File: src/rtl/uart_rx_stream.sv
// uart_rx_stream: oversampling UART receiver with an output FIFO.
// Frame: start + DATA_BITS (LSB first) [+ parity] + stop.
// Optional parity support is compiled in with the macro UART_RX_PARITY_EN,
// which also adds the PARITY_ODD parameter.
// Handshake: rx_valid is high while the FIFO holds an entry; the head entry
// (rx_data/rx_frame_err/rx_parity_err) is consumed in any cycle where
// rx_valid & rx_ready, and is held stable while rx_valid & !rx_ready.
module uart_rx_stream #(
  parameter int CLKS_PER_BIT = 186,
  parameter int DATA_BITS    = 8,
  parameter int FIFO_DEPTH   = 16,
  parameter int SYNC_STAGES  = 2
`ifdef UART_RX_PARITY_EN
  , parameter bit PARITY_ODD = 1'b0
`endif
) (
  input  logic                          clk,
  input  logic                          rst,
  input  logic                          uart_port_DI,
  input  logic                          rx_ready,
  input  logic                          clear_ovf,
  output logic [DATA_BITS-1:0]          rx_data,
  output logic                          rx_frame_err,
  output logic                          rx_parity_err,
  output logic                          rx_valid,
  output logic [$clog2(FIFO_DEPTH):0]   fifo_count,
  output logic                          overflow
);

  localparam int CW = $clog2(CLKS_PER_BIT);
  localparam int BW = $clog2(DATA_BITS);
  localparam int AW = $clog2(FIFO_DEPTH);
  localparam int WW = DATA_BITS + 2;  // {parity_err, frame_err, data}
  localparam logic [CW-1:0] CNT_LAST = CW'(CLKS_PER_BIT - 1);
  localparam logic [CW-1:0] CNT_HALF = CW'(CLKS_PER_BIT / 2 - 1);
  localparam logic [BW-1:0] BIT_LAST = BW'(DATA_BITS - 1);
  localparam logic [AW:0]   DEPTH    = (AW + 1)'(FIFO_DEPTH);

  typedef enum logic [2:0] {
    S_IDLE   = 3'd0,
    S_START  = 3'd1,
    S_DATA   = 3'd2,
    S_STOP   = 3'd3,
    S_BREAK  = 3'd4
`ifdef UART_RX_PARITY_EN
    , S_PARITY = 3'd5
`endif
  } state_t;

  logic [SYNC_STAGES-1:0] sync_q;
  logic                   rxs;
  state_t                 state_q, state_d;
  logic [CW-1:0]          cnt_q, cnt_d;
  logic [BW-1:0]          bit_q, bit_d;
  logic [DATA_BITS-1:0]   shift_q, shift_d;
  logic                   push;
  logic                   push_pe;
  logic [WW-1:0]          push_word;

  logic [WW-1:0]          mem_q [FIFO_DEPTH];
  logic [AW-1:0]          wptr_q, wptr_d, rptr_q, rptr_d;
  logic [AW:0]            count_q, count_d;
  logic [WW-1:0]          head_q, head_d;
  logic                   ovf_q, ovf_d;
  logic                   pop, push_ok;

  // Input synchroniser; idles high so reset does not look like a start bit.
  always_ff @(posedge clk or posedge rst) begin
    if (rst) sync_q <= '1;
    else     sync_q <= {sync_q[SYNC_STAGES-2:0], uart_port_DI};
  end
  assign rxs = sync_q[SYNC_STAGES-1];

`ifdef UART_RX_PARITY_EN
  logic par_q, par_d;
  // Sampled parity bit of the frame in flight.
  always_ff @(posedge clk or posedge rst) begin
    if (rst) par_q <= 1'b0;
    else     par_q <= par_d;
  end
  assign push_pe = par_q != (^shift_q ^ PARITY_ODD);
`else
  assign push_pe = 1'b0;
`endif

  assign push_word = {push_pe, ~rxs, shift_q};

  // Receiver FSM state and bit-timing registers.
  always_ff @(posedge clk or posedge rst) begin
    if (rst) begin
      state_q <= S_IDLE;
      cnt_q   <= '0;
      bit_q   <= '0;
      shift_q <= '0;
    end else begin
      state_q <= state_d;
      cnt_q   <= cnt_d;
      bit_q   <= bit_d;
      shift_q <= shift_d;
    end
  end

  // Next-state logic; the counter restarts on every state entry and sample.
  always_comb begin
    state_d = state_q;
    cnt_d   = cnt_q + 1'b1;
    bit_d   = bit_q;
    shift_d = shift_q;
    push    = 1'b0;
`ifdef UART_RX_PARITY_EN
    par_d   = par_q;
`endif
    case (state_q)
      S_IDLE: begin
        cnt_d = '0;
        if (!rxs) state_d = S_START;
      end
      S_START: begin
        if (cnt_q == CNT_HALF) begin
          cnt_d   = '0;
          bit_d   = '0;
          state_d = rxs ? S_IDLE : S_DATA;  // high at mid-start = glitch
        end
      end
      S_DATA: begin
        if (cnt_q == CNT_LAST) begin
          cnt_d   = '0;
          shift_d = {rxs, shift_q[DATA_BITS-1:1]};
          bit_d   = bit_q + 1'b1;
`ifdef UART_RX_PARITY_EN
          if (bit_q == BIT_LAST) state_d = S_PARITY;
`else
          if (bit_q == BIT_LAST) state_d = S_STOP;
`endif
        end
      end
`ifdef UART_RX_PARITY_EN
      S_PARITY: begin
        if (cnt_q == CNT_LAST) begin
          cnt_d   = '0;
          par_d   = rxs;
          state_d = S_STOP;
        end
      end
`endif
      S_STOP: begin
        // Resync at mid-stop so a following start bit is not missed.
        if (cnt_q == CNT_LAST) begin
          cnt_d   = '0;
          push    = 1'b1;
          state_d = rxs ? S_IDLE : S_BREAK;
        end
      end
      S_BREAK: begin
        cnt_d = '0;
        if (rxs) state_d = S_IDLE;
      end
      default: begin
        cnt_d   = '0;
        state_d = S_IDLE;
      end
    endcase
  end

  // FIFO storage; contents are don't-care until written.
  always_ff @(posedge clk) begin
    if (push_ok) mem_q[wptr_q] <= push_word;
  end

  // FIFO control and registered head-of-queue outputs.
  always_ff @(posedge clk or posedge rst) begin
    if (rst) begin
      wptr_q  <= '0;
      rptr_q  <= '0;
      count_q <= '0;
      head_q  <= '0;
      ovf_q   <= 1'b0;
    end else begin
      wptr_q  <= wptr_d;
      rptr_q  <= rptr_d;
      count_q <= count_d;
      head_q  <= head_d;
      ovf_q   <= ovf_d;
    end
  end

  // Push/pop bookkeeping; the head register is loaded with next cycle's head.
  always_comb begin
    pop     = (count_q != '0) && rx_ready;
    push_ok = push && ((count_q < DEPTH) || pop);
    wptr_d  = push_ok ? wptr_q + 1'b1 : wptr_q;
    rptr_d  = pop ? rptr_q + 1'b1 : rptr_q;
    count_d = count_q;
    if (push_ok && !pop)      count_d = count_q + 1'b1;
    else if (!push_ok && pop) count_d = count_q - 1'b1;
    ovf_d = ovf_q;
    if (push && !push_ok) ovf_d = 1'b1;
    else if (clear_ovf)   ovf_d = 1'b0;
    head_d = head_q;
    if (count_d != '0) begin
      // Head equals the word written this cycle only when it becomes the sole entry.
      if (push_ok && (rptr_d == wptr_q)) head_d = push_word;
      else                               head_d = mem_q[rptr_d];
    end
  end

  assign rx_valid      = (count_q != '0);
  assign fifo_count    = count_q;
  assign overflow      = ovf_q;
  assign rx_data       = head_q[DATA_BITS-1:0];
  assign rx_frame_err  = head_q[DATA_BITS];
  assign rx_parity_err = head_q[DATA_BITS+1];

endmodule
File: config.mk
export PLATFORM = sky130hd
export DESIGN_NAME = uart_rx_stream
export DESIGN_NICKNAME = d
export VERILOG_FILES = /design/src/rtl/uart_rx_stream.sv
export SDC_FILE = /design/constraint.sdc
export NUM_CORES = 1
export LEC_CHECK = 0
export BUFFER_PORTS_ARGS = -buffer_cell sky130_fd_sc_hd__buf_2
export CAP_MARGIN = 25
export CELL_PAD_IN_SITES_DETAIL_PLACEMENT = 1
export CELL_PAD_IN_SITES_GLOBAL_PLACEMENT = 1
export CORE_MARGIN = 5
export CORE_UTILIZATION = 50
export CTS_BUF_LIST = sky130_fd_sc_hd__clkbuf_2
export DETAILED_ROUTE_END_ITERATION = 10
export PLACE_DENSITY_LB_ADDON = 0.1
export SLEW_MARGIN = 20
export SYNTH_ARGS = -nofsm -noshare
export SYNTH_HDL_FRONTEND = slang
export SYNTH_SLANG_ARGS = --single-unit
File: constraint.sdc
create_clock -name clk -period 3.3 [get_ports clk]
set_input_delay 0.33 -clock clk [delete_from_list [all_inputs] [get_ports clk]]
set_output_delay 0.33 -clock clk [all_outputs]
set_load 0.05 [all_outputs]
### Word-level counts from Yosys, hierarchy flattened

Memory sizes are Yosys's and may differ from the RTL's. A register that Yosys moved wholly into a read port is not among the register bits.
Cells that the tools add are included.

* register bits after elaboration: 48
* bits in writable memories: 144
* memories: 1
* bits of input ports: 5
* output and inout bits: 17
* word-level logic and storage cells: 76

* order comparisons: 1
* reduce and logical (&&, ||, !) cells: 18
* equal/unequal tests: 14
* add/sub/neg operators: 6
* muxes and demuxes: 25
* bitwise operators: 1

Memories
* mem_q: words 16, width 9, read ports 1, clocked after Yosys merged registers in 1, write ports 1, line 60 `logic [WW-1:0] mem_q [FIFO_DEPTH];`

Operators by type and width (count)
* $mux 3: 9
* $mux 8: 2
* $pmux 8 s2: 1
* $pmux 3 s5: 1
* $ne 2x2->1 const B: 6
* $mux 10: 1
* $mux 5: 2
* $reduce_bool 5->1: 2
* $add 4x1->4 const B: 2
* $add 8x1->8 const B: 1
* $eq 8x7->1 const B: 1
* $eq 8x8->1 const B: 1
* $eq 3x2->1 const B: 2
* $eq 3x3->1 const B: 2
* $logic_and 1x1->1: 6
* $mux 1: 6
* $pmux 3 s2: 1
* $reduce_and 6->1: 1
* $add 5x1->5 const B: 1
* $lt 5x5->1 const B: 1
* $sub 5x1->5 const B: 1
* $eq 4x4->1: 1
* $mux 4: 1
* $reduce_bool 2->1: 2
* 10 further kinds: 11

### Longest topological paths before layout

Gate-level depths: netlist of run 1.

* depth after elaboration: 9
* gate-level depth with buffers: 12

### Worst setup path before layout of run 1

Ideal clock, no wire load.

* path type: reg2reg
* from: reg count_q[0] (netlist: fifo_count[0])
* to: reg head_q[2], read port of mem_q
* arrival time: 2.924 ns
* data required time: 3.175 ns
* period minus slack after synthesis: 3.050 ns
* cell stages (with the launch flop): 13
* buffers on the path: 2
* library setup time: 0.125 ns
* setup slack: 0.250 ns
* cells stage by stage: dfrtp_1 -> inv_1 -> ha_1 -> nor4b_4 -> inv_2 -> buf_2 -> buf_1 -> nand3_1 -> o211ai_1 -> o211ai_1 -> o311ai_0 -> mux2i_1 -> mux2_4

* word-level cells in the longest chain between the ends: 9

RTL lines
* from (decl): line 62 `logic [AW:0] count_q, count_d;`
* from (signal assigned): line 181 `count_q <= count_d;`
* $reduce_bool 5->1 *
* via rx_valid: line 25 `output logic rx_valid,`
* $logic_and 1x1->1 *: line 189 `pop = (count_q != '0) && rx_ready;`
* $logic_or 1x1->1: line 190 `push_ok = push && ((count_q < DEPTH) || pop);`
* $logic_and 1x1->1: line 190
* $logic_not 1->1: line 195 `else if (!push_ok && pop) count_d = count_q - 1'b1;`
* $logic_and 1x1->1: line 195
* $mux 5: line 195
* $mux 5: line 194 `if (push_ok && !pop) count_d = count_q + 1'b1;`
* $reduce_bool 5->1: line 200 `if (count_d != '0) begin`
* to (decl): line 63 `logic [WW-1:0] head_q, head_d;`

The timed path passes the listed nets; every way through them passes the cells marked *.
A chain may end at the register's enable or synchronous reset.

### Worst setup path in the final report of run 1

* from: reg count_q[0] (netlist: fifo_count[0])
* to: reg head_q[3], read port of mem_q

* word-level cells in the longest chain between the ends: 9

RTL lines
* parallel branches: the longest is 9 deep, another holds $lt 5x5->1

Several ways; the timed one is not identified.

==> results.md, run 1 <==
Floorplan:
- Once the floorplan was initialized, standard cells occupied 51.0% of the core.
- The number of rows created at floorplan is 50.
- The number of I/O pins is 22.
- The total die area is between 20000 and 25000 µm².
- The die outline width is 149 µm.
- The die is 149 µm tall.
- The placeable core region is 18800 µm².

Clock network:
- Clock-pin slew was measured on the worst setup and hold paths at 260 ps.
- The sink count of the clock tree is 191.
- The number of buffers between clock root and the deepest sink is 2.
- The cell sitting at the root of the clock tree is a clkbuf_2.
- TritonCTS built the clock tree.
- In this run, CTS created clock tree buffers numbering 17.
- The clock tree synthesis step divided the H-tree into 4 levels.
- For the worst-skew pair, the clock arrives at the later sink with an insertion delay of 770 ps.

Placement:
- The last weighted congestion value of the routability-driven placer is 0.835.
- The count of buffers from port buffering is 20.
- The number of placed instances, taps included, is 980.
- The detailed-placement wirelength estimate is 16.9 mm.
- The cell area reported after detailed placement is 10100 µm².

Critical path:
- At the worst endpoint, the arrival time is 3680 ps.
- The top fanout value on the critical path is 31.
- The cell family contributing the most delay on the critical path is compound AO/OA/AOI/OAI gates.
- The library cell contributing the largest single delay on the critical path is o311ai_0.
- Counting stages on the worst path, the most repeated cell is buf_4.
- The setup path with the least slack is of type register to register.
- The critical path goes through inv_1 -> ha_1 -> nor4b_4 -> buf_4 -> nor2_2 -> buf_4 -> o22ai_1 -> a22oi_2 -> o311ai_0 -> mux2i_1 -> mux2_4.
- The number of buffers and inverters on the critical path is 3.
- The required time of the worst setup path is about 4000 ps.
- The peak per-stage delay on the critical path is roughly 470 ps.
- STA classifies the critical path endpoint as a register.
- STA classifies the critical path startpoint as a register.

Drt:
- The detail route stage leaves a number of antenna-violating nets equal to 0.
- In this run, the number of DRC markers left after iteration 0 of detailed routing was 486.
- For this block, the routed nets add up to 25.3 mm of wire.
- Dividing the detail-routed via count by the number of cells gives between 6 and 7.
- The post-route DRC violation count is 0.
- The first detailed-routing pass ran for 5 iterations.
- The average routed wire per standard cell is 24.9 µm.
- The detailed router placed around 6300 vias in this run.

Cells and area:
- The layout has 1889 filler cells.
- The multi-input combinational cells in the finished layout cover a total of roughly 3800 µm².
- The sequential cells in the finished layout cover a total of 5510 µm².
- The final core utilization is 55.2%.
- In the final layout, the share of cells above drive strength 1 is 22.8%.
- Once layout is complete, the cells apart from fillers number 1016.
- The most common cell after layout, fill and taps aside is edfxtp_1.
- The library cells used most frequently in the layout, excluding fill and tap cells, are edfxtp_1, mux2i_1, dfrtp_1.
- The design area is 10400 µm².
- The area growth from synthesis to layout is 8.16%.
- For this run, the post-layout net count is between 700 and 800.

STA:
- At the pin with the least slew margin, the transition time is 880 ps.
- The number of max-slew violations in the final report is 0.
- Based on the critical path, the design can be clocked at up to 0.335 GHz.
- The maximum clock skew at final layout is between 30 and 40 ps.
- Setup repair after global routing left no endpoint under its margin.
- The post-route clock period utilization is between 90% and 100%.
- The total count of hold-check failures in the final report is 0.
- The smallest clock period supported by the final layout is computed as 2980 ps.
- The count of endpoints failing setup in the final report is 0.
- The worst max-slew margin expressed relative to the limit is 41.3%.
- After routing, the total negative slack on setup checks comes to 0 ps.

Power:
- For this design the ratio of total power to cell area is 712 nW/µm².
- Summed over all cells, the static leakage comes to 4.11 nW.
- In this run switching power makes up 41.2% of total power.
- The sequential cell fraction of total power is 38.3%.
- The power spent charging and discharging nets is 3.05 mW.
- Cell internal power was estimated by the tool at approximately 4.4 mW.
- The clock network is responsible for between 10% and 20% of the overall power.
- The peak ir drop on the vdd network is 0.569 mV.
- Combinational logic burns between 40% and 50% of the power.

GRT:
- The initial antenna violation count is 1.
- Entering global routing, the biggest net connects 48 pins.
- Global routing consumed, over all layers together, 23.9% of the routing resources.
- The via count of the first global-routing pass was a little under 7000.
- The first global-routing pass estimated around 40 mm of wire.
- After global routing the overflow that remains totals 0.

Run status:
- The flow ran to the end, and the final reports show no timing, DRC or antenna violations.

Yosys:
- The summed instance area of the synthesized netlist is approximately 9600 µm².
- Synthesis produced a netlist with a net count of approximately 730.
- The gate count after technology mapping is 716.
- The count of cell types in the netlist is 58.
- During synthesis, Yosys emitted a total of 0 warnings.
- The sequential element share of the synthesized area is 57.3%.
- The fraction of synthesis flops using an asynchronous set or reset pin is 24.6%.
- Each instance of the synthesized netlist takes up on average about 13 µm².
- The synthesized design contains 191 register bits.
- The number of enable-type register cells in the synthesized netlist is 144.
- For this run, the leading register cell type out of synthesis is edfxtp_1.

Job:
- The number of max-cap violations is 0.

Worst hold path:
- The path class of the tightest hold or removal check is input pin to register.
-- state kept, by name, indices dropped and copies added (netlist names) --
| name | count |
|---|---|
| sync_q | 2 |
| wptr_q | 4 |
| cnt_q | 8 |
| bit_q | 3 |
| mem_q | 144 |
| head_q | 9 |
| fifo_count | 5 |
| shift_q | 8 |
| overflow | 1 |
| state_q | 3 |
| rptr_q | 4 |
-- cell families (layout without fill, tap and decap cells) --
kind of cell | after synthesis | count (layout) | share of synthesized area (%)
flops | 191 | 191 | 57.3
compound gates | 129 | 129 | 9.62
mux | 135 | 135 | 18.1
other cells | 1 | 2 | 0.0390
buf+inv | 78 | 117 | 3.23
fa+ha+maj | 12 | 12 | 1.56
simple gates | 150 | 150 | 8.06
xor+xnor | 20 | 20 | 2.11
-- cell usage after synthesis, types with 3 or more instances --
cell type / count / area, µm²
dfrtp_1: 45 / 1130
a211oi_1: 33 / 248
a32oi_1: 9 / 78.8
nand4_1: 3 / 18.8
o21ai_0: 15 / 75.1
buf_2: 7 / 35.0
nand2b_1: 5 / 31.3
nor3_1: 16 / 80.1
xor2_1: 5 / 43.8
a31oi_1: 4 / 25.0
and3_1: 5 / 31.3
mux2_2: 35 / 394
mux2_4: 9 / 135
a21oi_1: 10 / 50.1
mux4_2: 24 / 541
o211ai_1: 36 / 270
ha_1: 12 / 150
nand3_1: 32 / 160
o311ai_0: 8 / 70.1
edfxtp_1: 144 / 4320
o31ai_1: 3 / 22.5
nor2b_1: 17 / 106
inv_1: 22 / 82.6
nand2_1: 29 / 109
mux2i_1: 67 / 671
clkbuf_1: 25 / 93.8
xnor2_1: 13 / 114
nor2_1: 29 / 109
buf_1: 18 / 67.6
-- per-layer routing --
layer  GRT usage [%]  up-vias  wire length (µm)
met1            32.3     3258             10800
met5               0        -                 0
met2            39.2      203             12500
met4            8.45        0               686
met3            4.08       38              1330
li1                -     2818                 -
-- power groups by stage --
stage	Sequential, mW	Clock (mW)	Combinational (mW)
floorplan	3.11	0	2.22
global placement	2.88	0	3.39
detailed placement	2.89	0	3.52
CTS	2.83	1.06	3.53
global route	2.85	1.18	3.73
finish	2.84	1.05	3.52
-- final timing paths --
kind / from / endpoint / slack [ps] / cells after the start
setup / recovery: fifo_count[0]$_DFF_PP0_ / head_q[3]$_DFFE_PP0P_ / 320 / 11
hold / removal: uart_port_DI / sync_q[0]$_DFF_PP1_ / 170 / 2
setup reg to reg: fifo_count[0]$_DFF_PP0_ / head_q[3]$_DFFE_PP0P_ / 320 / 11
hold reg to reg: sync_q[0]$_DFF_PP1_ / sync_q[1]$_DFF_PP1_ / 380 / 0
max in group asynchronous: rst / rptr_q[1]$_DFF_PP0_ / 2500 / 3
min in group asynchronous: rst / cnt_q[7]$_DFF_PP0_ / 220 / 3
-- metrics by stage --
| step | power [mW] | hold slack [ps] | setup slack [ps] |
|---|---|---|---|
| floorplan | 5.33 | 334 | 250 |
| global placement | 6.26 | 347 | 360 |
| detailed placement | 6.40 | 351 | 107 |
| CTS | 7.43 | 117 | 61.0 |
| global route | 7.76 | 89.6 | 144 |
| finish | 7.40 | 168 | 316 |
-- what timing repair did --
item / CTS / global route
setup endpoints to repair: 0 / 9
gates resized for setup: 0 / 2
hold endpoints to repair: 47 / 0
setup buffers: 0 / 0
hold buffers: 4 / 0
-- cell type report --
class / count / share of cell area [%]
Clock inverter: 12 / 0.927
Sequential cell: 191 / 53.0
Timing Repair Buffer: 61 / 4.26
Multi-Input combinational cell: 447 / 36.8
Clock buffer: 19 / 0.915
Antenna cell: 1 / 0.0241
Inverter: 25 / 0.915
Tap cell: 260 / 3.13
Note: power is estimated with default switching activity, not from simulation.
==> run 2, diff against run 1 <==
--- a/config.mk
+++ b/config.mk
@@ -9,9 +9,10 @@
 export CAP_MARGIN = 25
 export CELL_PAD_IN_SITES_DETAIL_PLACEMENT = 1
 export CELL_PAD_IN_SITES_GLOBAL_PLACEMENT = 1
-export CORE_MARGIN = 5
+export CORE_MARGIN = 1.5
 export CORE_UTILIZATION = 50
 export CTS_BUF_LIST = sky130_fd_sc_hd__clkbuf_2
+export CTS_CLUSTER_SIZE = 40
 export DETAILED_ROUTE_END_ITERATION = 10
 export PLACE_DENSITY_LB_ADDON = 0.1
 export SLEW_MARGIN = 20
==> results.md, run 2 (synthesis results as in run 1) <==
STA:
- The count of endpoints failing setup in the final report is 0 (unchanged).
- Setup repair after global routing left no endpoint under its margin.
- The transition time at the pin with the least slew margin came to 880 ps (+0.521 ps).
- The achievable frequency is 0.316 GHz (-5.6%).
- The final hold slack is 150 ps (-18.0 ps).
- The number of max-slew violations in the final report is 0 (unchanged).
- The final sum of negative setup slack is 0 ps (unchanged).
- The least setup slack across all paths after layout was 139 ps (-176 ps).
- The worst max-slew margin expressed relative to the limit is 41.3% (about the same).
- The total count of hold-check failures in the final report came to 0 (unchanged).
- The time the worst path needs with I/O delays and setup is 3160 ps (+176 ps).
- The maximum clock skew at final layout is 58.1 ps (+23.4 ps).
- The post-route clock period utilization is 95.8% (+5.3 points).

Floorplan:
- The die outline width is 142 µm (-4.7%).
- The placeable core region is 18800 µm² (-0.33%).
- The number of I/O pins is 22 (unchanged).
- The total die area is 20100 µm² (-9.2%).
- The initial standard-cell utilization of the core came to 51.2% (+0.17 points).
- The floorplan die height came to 142 µm (-4.7%).
- The number of rows created at floorplan was 50 (unchanged).

Power:
- The standby leakage power came to 4.15 nW (+0.92%).
- The total power of the final layout is 7.66 mW (+3.5%).
- The cell-internal power came to 4.56 mW (+4.8%).
- The net switching fraction of the power is 40.4% (-0.75 points).
- The share of total power in combinational logic came to 45.4% (-2.1 points).
- The power spent charging and discharging nets was 3.10 mW (+1.6%).
- The sequential cell fraction of total power is 37.1% (-1.2 points).
- The power density of the placed cells is 735 nW/µm² (+3.2%).
- The clock share of power is 17.5% (+3.4 points).
- The peak ir drop on the vdd network is 0.521 mV (-8.4%).

GRT:
- The largest net degree at the start of global routing is 67 (+40%).
- The first-pass GRT wire length is 39.0 mm (-2.1%).
- The total track usage is 26.4% (+2.5 points).
- The via count of the first global-routing pass was 6803 (-0.53%).
- The global-route congestion overflow total is 0 (unchanged).
- The initial antenna violation count was 1 (unchanged).

Clock network:
- The depth of the CTS H-tree is 4 (unchanged).
- The clock slew seen by the registers of the worst setup and hold paths was 300 ps (+40 ps).
- The clock network latency to the later pin of the worst-skew pair was 810 ps (+40 ps).
- The TritonCTS clock tree is done.
- The number of buffers between clock root and the deepest sink is 2 (unchanged).
- The cell at the root of the clock tree is clkbuf_2.
- The sink count of the clock tree came to 191 (unchanged).
- The clock buffer count from CTS was 17 (unchanged).

Drt:
- The detailed-router iteration count before antenna repair came to 5 (unchanged).
- The number of DRC markers after the initial detailed-route iteration is 559 (+15%).
- The aggregate routed wire length is 25.0 mm (-1.2%).
- The remaining antenna violation count after routing is 0 (unchanged).
- The post-route DRC violation count is 0 (unchanged).
- The detail-routed via count per cell came to 6.39 (+2.8%).
- The number of vias after detailed routing was 6308 (-0.14%).
- The average routed wire per standard cell is 25.3 µm (+1.7%).

Cells and area:
- The design area came to 10400 µm² (+0.28%).
- In the layout the commonest cells are edfxtp_1, mux2i_1, dfrtp_1.
- The largest registers in the layout are mem_q: 144 flops, head_q: 9 flops.
- The final core utilization is 55.5% (+0.34 points).
- From synthesis to final layout, the design area changed by 8.46%.
- The count of placed standard cells in the final layout, fillers left out is 987 (-2.9%).
- More flip-flops sit in one register than any other, and that register is mem_q.
- The number of nets at the end of the flow is 756 (-0.53%).
- The share of post-route cells with drive strength above 1 is 22.6% (-0.18 points).
- The number of flip-flops in the largest register is 144 (unchanged).
- The most common cell after layout, fill and taps aside is edfxtp_1.

Placement:
- The count of buffers from port buffering came to 20 (unchanged).
- The cell area reported after detailed placement came to 10100 µm² (-0.42%).
- The last weighted congestion value of the routability-driven placer is 0.891 (+6.7%).
- The setup slack after placement is 67.1 ps (-40.1 ps).
- The total placed cells including tap cells is 951 (-3.0%).
- The detailed-placement wirelength estimate is 15.9 mm (-5.8%).

Critical path:
- The setup slack of the most critical reg-to-reg path is 140 ps (-180 ps).
- The startpoint of the worst setup timing path is fifo_count[0]$_DFF_PP0_.
- The required time of the worst setup path was 4050 ps (+50 ps).
- In this run the critical register-to-register path is launched from fifo_count[0]$_DFF_PP0_.
- The worst setup path is captured at a register.
- The worst path arrival time was 3910 ps (+230 ps).
- The critical path ends at head_q[7]$_DFFE_PP0P_.
- The number of cells traversed by the worst register-to-register path is 11 (unchanged).
- The worst setup path is of the register to register kind.
- The category of the worst setup path launch point is a register.
- The top fanout value on the critical path is 17 (-45%).
- The critical register-to-register path endpoint is head_q[7]$_DFFE_PP0P_.

Worst hold path:
- The worst hold path belongs to the class input pin to register.

Run status:
- The flow ran to the end, and the final reports show no timing, DRC or antenna violations.

Job:
- The number of max-cap violations is 0 (unchanged).
[run 2: changes by cell type in the layout (fill, tap and decap cells not counted), sizes merged]
cell         previous run  this run
bufinv                  1         4
clkinv                  8         5
dlygate4sd3             4         3
buf                    57        54
clkinvlp                4         0
inv                    24        29
[run 2: power groups by stage]
stage	logic (mW)	clock network, mW	registers [mW]
finish	3.48	1.34	2.84
global route	3.67	1.44	2.86
global placement	3.37	0	2.88
CTS	3.49	1.37	2.84
detailed placement	3.47	0	2.89
floorplan	2.22	0	3.11
[run 2: repair_timing]
item / CTS / global route
setup endpoints to repair: 4 / 0
buffers inserted: 0 / 0
hold buffers: 3 / 0
hold endpoints to repair: 47 / 0
gates resized for setup: 1 / 0
[run 2: worst min-delay path by stage]
stage                              startpoint                  end  slack (ps)  cells past startpoint
final                            uart_port_DI  sync_q[0]$_DFF_PP1_         150                      2
after global placement    sync_q[0]$_DFF_PP1_  sync_q[1]$_DFF_PP1_         350                      0
after global routing             uart_port_DI  sync_q[0]$_DFF_PP1_         110                      2
after detailed placement  sync_q[0]$_DFF_PP1_  sync_q[1]$_DFF_PP1_         350                      0
after floorplan                  uart_port_DI  sync_q[0]$_DFF_PP1_         330                      0
after CTS                        uart_port_DI  sync_q[0]$_DFF_PP1_         100                      2
[run 2: critical path, cell delays in order, from the launching register on]
cell and delay, ps:
dfrtp_1 540, inv_1 80, ha_1 230, nor4b_4 150, nor2_2 230, buf_4 340, buf_4 280, o211ai_1 120
a32oi_1 460, o311ai_0 300, mux2i_1 200, mux2_4 160
[run 2: layer usage]
metal	global-route usage (%)	vias up	wire, µm
met5	0	-	0
met4	10.7	0	673
met3	3.61	42	1100
met2	42.7	179	12000
met1	36.3	3272	11200
li1	-	2815	-
[run 2: layout make-up]
class                           count  area [µm²]
Clock buffer                       19        95.1
Clock inverter                     13         183
Multi-Input combinational cell    447        3820
Tap cell                          234         293
Antenna cell                        1        2.50
Fill cell                        1880        8350
Inverter                           25        95.1
Sequential cell                   191        5510
Timing Repair Buffer               57         423
==> run 3, diff against run 2 <==
--- a/config.mk
+++ b/config.mk
@@ -10,7 +10,7 @@
 export CELL_PAD_IN_SITES_DETAIL_PLACEMENT = 1
 export CELL_PAD_IN_SITES_GLOBAL_PLACEMENT = 1
 export CORE_MARGIN = 1.5
-export CORE_UTILIZATION = 50
+export CORE_UTILIZATION = 55
 export CTS_BUF_LIST = sky130_fd_sc_hd__clkbuf_2
 export CTS_CLUSTER_SIZE = 40
 export DETAILED_ROUTE_END_ITERATION = 10
==> results.md, run 3 (synthesis results as in run 1) <==
Critical path:
- The setup slack of the most critical reg-to-reg path is 250 ps (+110 ps).
- The type of destination of the critical path is a register.
- STA classifies the critical path startpoint as a register.
- The buffering stage count on the worst path with inverters included is 3 (unchanged).
- The worst path arrival time came to 3800 ps (-110 ps).
- The critical register-to-register path endpoint is head_q[7]$_DFFE_PP0P_.
- The peak per-stage delay on the critical path is 500 ps (-40 ps).
- The required time of the worst setup path is 4050 ps (about the same).
- The top fanout value on the critical path is 31 (+14).
- The critical path is of the register to register type.
- The number of cells traversed by the worst register-to-register path came to 11 (unchanged).
- The launch instance of the worst register-to-register path is fifo_count[1]$_DFF_PP0_.
- The family with the most delay on the worst path is compound AO/OA/AOI/OAI gates.
- By instance count, the cell type seen most on the critical path is buf_4.
- The critical path goes through inv_1 -> ha_1 -> nor4b_4 -> buf_4 -> nor2_2 -> buf_4 -> o22ai_1 -> a22oi_2 -> o311ai_0 -> mux2i_1 -> mux2_4.
- For this design, the slowest cell found on the critical path is a22oi_2.

Drt:
- The number of vias after detailed routing is 6384 (+1.2%).
- The number of DRC markers after the initial detailed-route iteration is 426 (-24%).
- The average routed wire per standard cell is 26.2 µm (+3.7%).
- The remaining antenna violation count after routing was 0 (unchanged).
- The detail-routed via count per cell is 6.50 (+1.7%).
- The aggregate routed wire length is 25.7 mm (+3.2%).
- The post-route DRC violation count came to 0 (unchanged).
- The detailed-router iteration count before antenna repair is 4 (-1).

Clock network:
- The depth of the CTS H-tree is 4 (unchanged).
- The clock buffer count from CTS is 17 (unchanged).
- The clock network latency to the later pin of the worst-skew pair was 780 ps (-30 ps).
- The TritonCTS clock tree is done.
- The clock slew seen by the registers of the worst setup and hold paths is 260 ps (-40 ps).
- The sink count of the clock tree is 191 (unchanged).
- The total setup buffers inserted after CTS was 0 (unchanged).
- The number of buffers between clock root and the deepest sink came to 2 (unchanged).
- CTS placed an instance of clkbuf_2 at the clock tree root.

Floorplan:
- The die outline width was 135 µm (-4.6%).
- The number of rows created at floorplan was 48 (-4.0%).
- The number of I/O pins is 22 (unchanged).
- The placeable core region is 17200 µm² (-8.5%).
- The total die area is 18300 µm² (-8.9%).
- The initial standard-cell utilization of the core is 55.9% (+4.7 points).
- The floorplan die height came to 135 µm (-4.6%).

Cells and area:
- The largest registers in the layout are mem_q: 144 flops, head_q: 9 flops.
- The area growth from synthesis to layout came to 8.50% (about the same).
- The most common cell after layout, fill and taps aside is edfxtp_1.
- The design area was 10400 µm² (about the same).
- The number of flip-flops in the largest register came to 144 (unchanged).
- The top cell types in the final layout, fill and taps aside, are edfxtp_1, mux2i_1, dfrtp_1.
- Ranked by flip-flop count, first place goes to mem_q.
- The count of placed standard cells in the final layout, fillers left out was 982 (-0.51%).
- The share of post-route cells with drive strength above 1 is 22.6% (about the same).
- The number of nets at the end of the flow is 760 (+0.53%).

GRT:
- The total track usage is 29.7% (+3.3 points).
- The via count of the first global-routing pass is 6746 (-0.84%).
- The first-pass GRT wire length is 39.4 mm (+0.92%).
- The initial antenna violation count is 1 (unchanged).
- The global-route congestion overflow total was 0 (unchanged).
- The largest net degree at the start of global routing is 67 (unchanged).

STA:
- The final hold slack came to 156 ps (+6.07 ps).
- The transition time at the pin with the least slew margin is 852 ps (-27.8 ps).
- Setup repair after global routing left no endpoint under its margin.
- The post-route clock period utilization came to 92.5% (-3.3 points).
- The worst max-slew margin expressed relative to the limit is 43.2% (+1.9 points).
- The final sum of negative setup slack is 0 ps (unchanged).
- The total count of hold-check failures in the final report came to 0 (unchanged).
- The time the worst path needs with I/O delays and setup was 3050 ps (-108 ps).
- The achievable frequency is 0.328 GHz (+3.5%).
- The maximum clock skew at final layout came to 34.0 ps (-24.1 ps).
- The count of endpoints failing setup in the final report came to 0 (unchanged).
- The number of max-slew violations in the final report was 0 (unchanged).

Job:
- The number of max-cap violations is 0 (unchanged).

Worst hold path:
- The launch instance of the worst min-delay path is uart_port_DI.
- The capture endpoint of the worst hold path is sync_q[0]$_DFF_PP1_.
- The min-delay analysis places its worst path in the category input pin to register.
- The hold-critical path depth is 2 (unchanged).

Power:
- The power density of the placed cells came to 733 nW/µm² (-0.23%).
- The peak ir drop on the vdd network is 1.36 mV (+160%).
- The standby leakage power is 4.15 nW (about the same).

Placement:
- The count of buffers from port buffering is 20 (unchanged).
- The last weighted congestion value of the routability-driven placer came to 0.799 (-10%).
- The cell area reported after detailed placement is 10100 µm² (about the same).
- The detailed-placement wirelength estimate came to 16.5 mm (+3.7%).
- The total placed cells including tap cells is 944 (-0.74%).

Run status:
- The flow ran to the end, and the final reports show no timing, DRC or antenna violations.
-- run 3: cell count changes in the layout (fill, tap and decap cells not counted), sizes merged --
| cell | delta |
|---|---|
| inv | -5 |
| clkinvlp | +2 |
| buf | +2 |
| clkinv | +6 |
| bufinv | -1 |
| clkbuf | -2 |
| dlygate4sd3 | +2 |
-- run 3: worst max-delay path by stage --
stage | startpoint | depth (start not counted) | to | slack [ps]
detailed placement | fifo_count[0]$_DFF_PP0_ | 11 | head_q[4]$_DFFE_PP0P_ | 70
floorplan | fifo_count[0]$_DFF_PP0_ | 12 | head_q[2]$_DFFE_PP0P_ | 250
CTS | fifo_count[1]$_DFF_PP0_ | 10 | head_q[2]$_DFFE_PP0P_ | 60
global route | fifo_count[1]$_DFF_PP0_ | 11 | head_q[7]$_DFFE_PP0P_ | 30
finish | fifo_count[1]$_DFF_PP0_ | 11 | head_q[7]$_DFFE_PP0P_ | 250
global placement | fifo_count[0]$_DFF_PP0_ | 11 | head_q[5]$_DFFE_PP0P_ | 180
-- run 3: metal layers --
metal / vias up / GRT usage (%) / routed length, µm
met1: 3306 / 38.9 / 10700
met2: 202 / 48.2 / 12600
met3: 51 / 5.39 / 1380
li1: 2825 / - / -
met4: 0 / 14.6 / 987
met5: - / 0 / 0
-- run 3: cell type report --
class / count / area (µm²)
multi-input cells: 447 / 3830
flip-flops and latches: 191 / 5510
repair buffers: 61 / 458
well taps: 225 / 282
clock inverters: 15 / 170
clock buffers: 17 / 85.1
inverters: 25 / 95.1
fillers: 1692 / 6750
diodes: 1 / 2.50
-- run 3: what timing repair did --
item	in CTS	in global routing
hold buffers	5	0
gates resized for setup	1	1
endpoints found under the hold margin	48	0
endpoints found under the setup margin	6	9
-- run 3: metrics by stage --
step | setup WS [ps] | power (mW) | utilization [%]
finish | 247 | 7.64 | 60.7
global placement | 178 | 6.27 | 58.9
detailed placement | 68.6 | 6.40 | 58.9
global route | 29.7 | 7.94 | 60.7
CTS | 56.6 | 7.65 | 60.7
floorplan | 250 | 5.33 | -
-- run 3: worst register-to-register path: cells and delay by family (launching register included) --
kind	cells	cell delay (ps)
AND/OR/NAND/NOR	2	360
AO/OA/AOI/OAI	3	910
buffers and inverters	3	690
flip-flops	1	410
adder cells (fa/ha/maj)	1	220
multiplexers	2	450
-- run 3: power breakdown --
group          total [mW]  switching, mW  internal (mW)
registers            2.83          0.146           2.68
clock network        1.22          0.799          0.419
logic                3.59           2.19           1.40
total                7.64           3.14           4.51
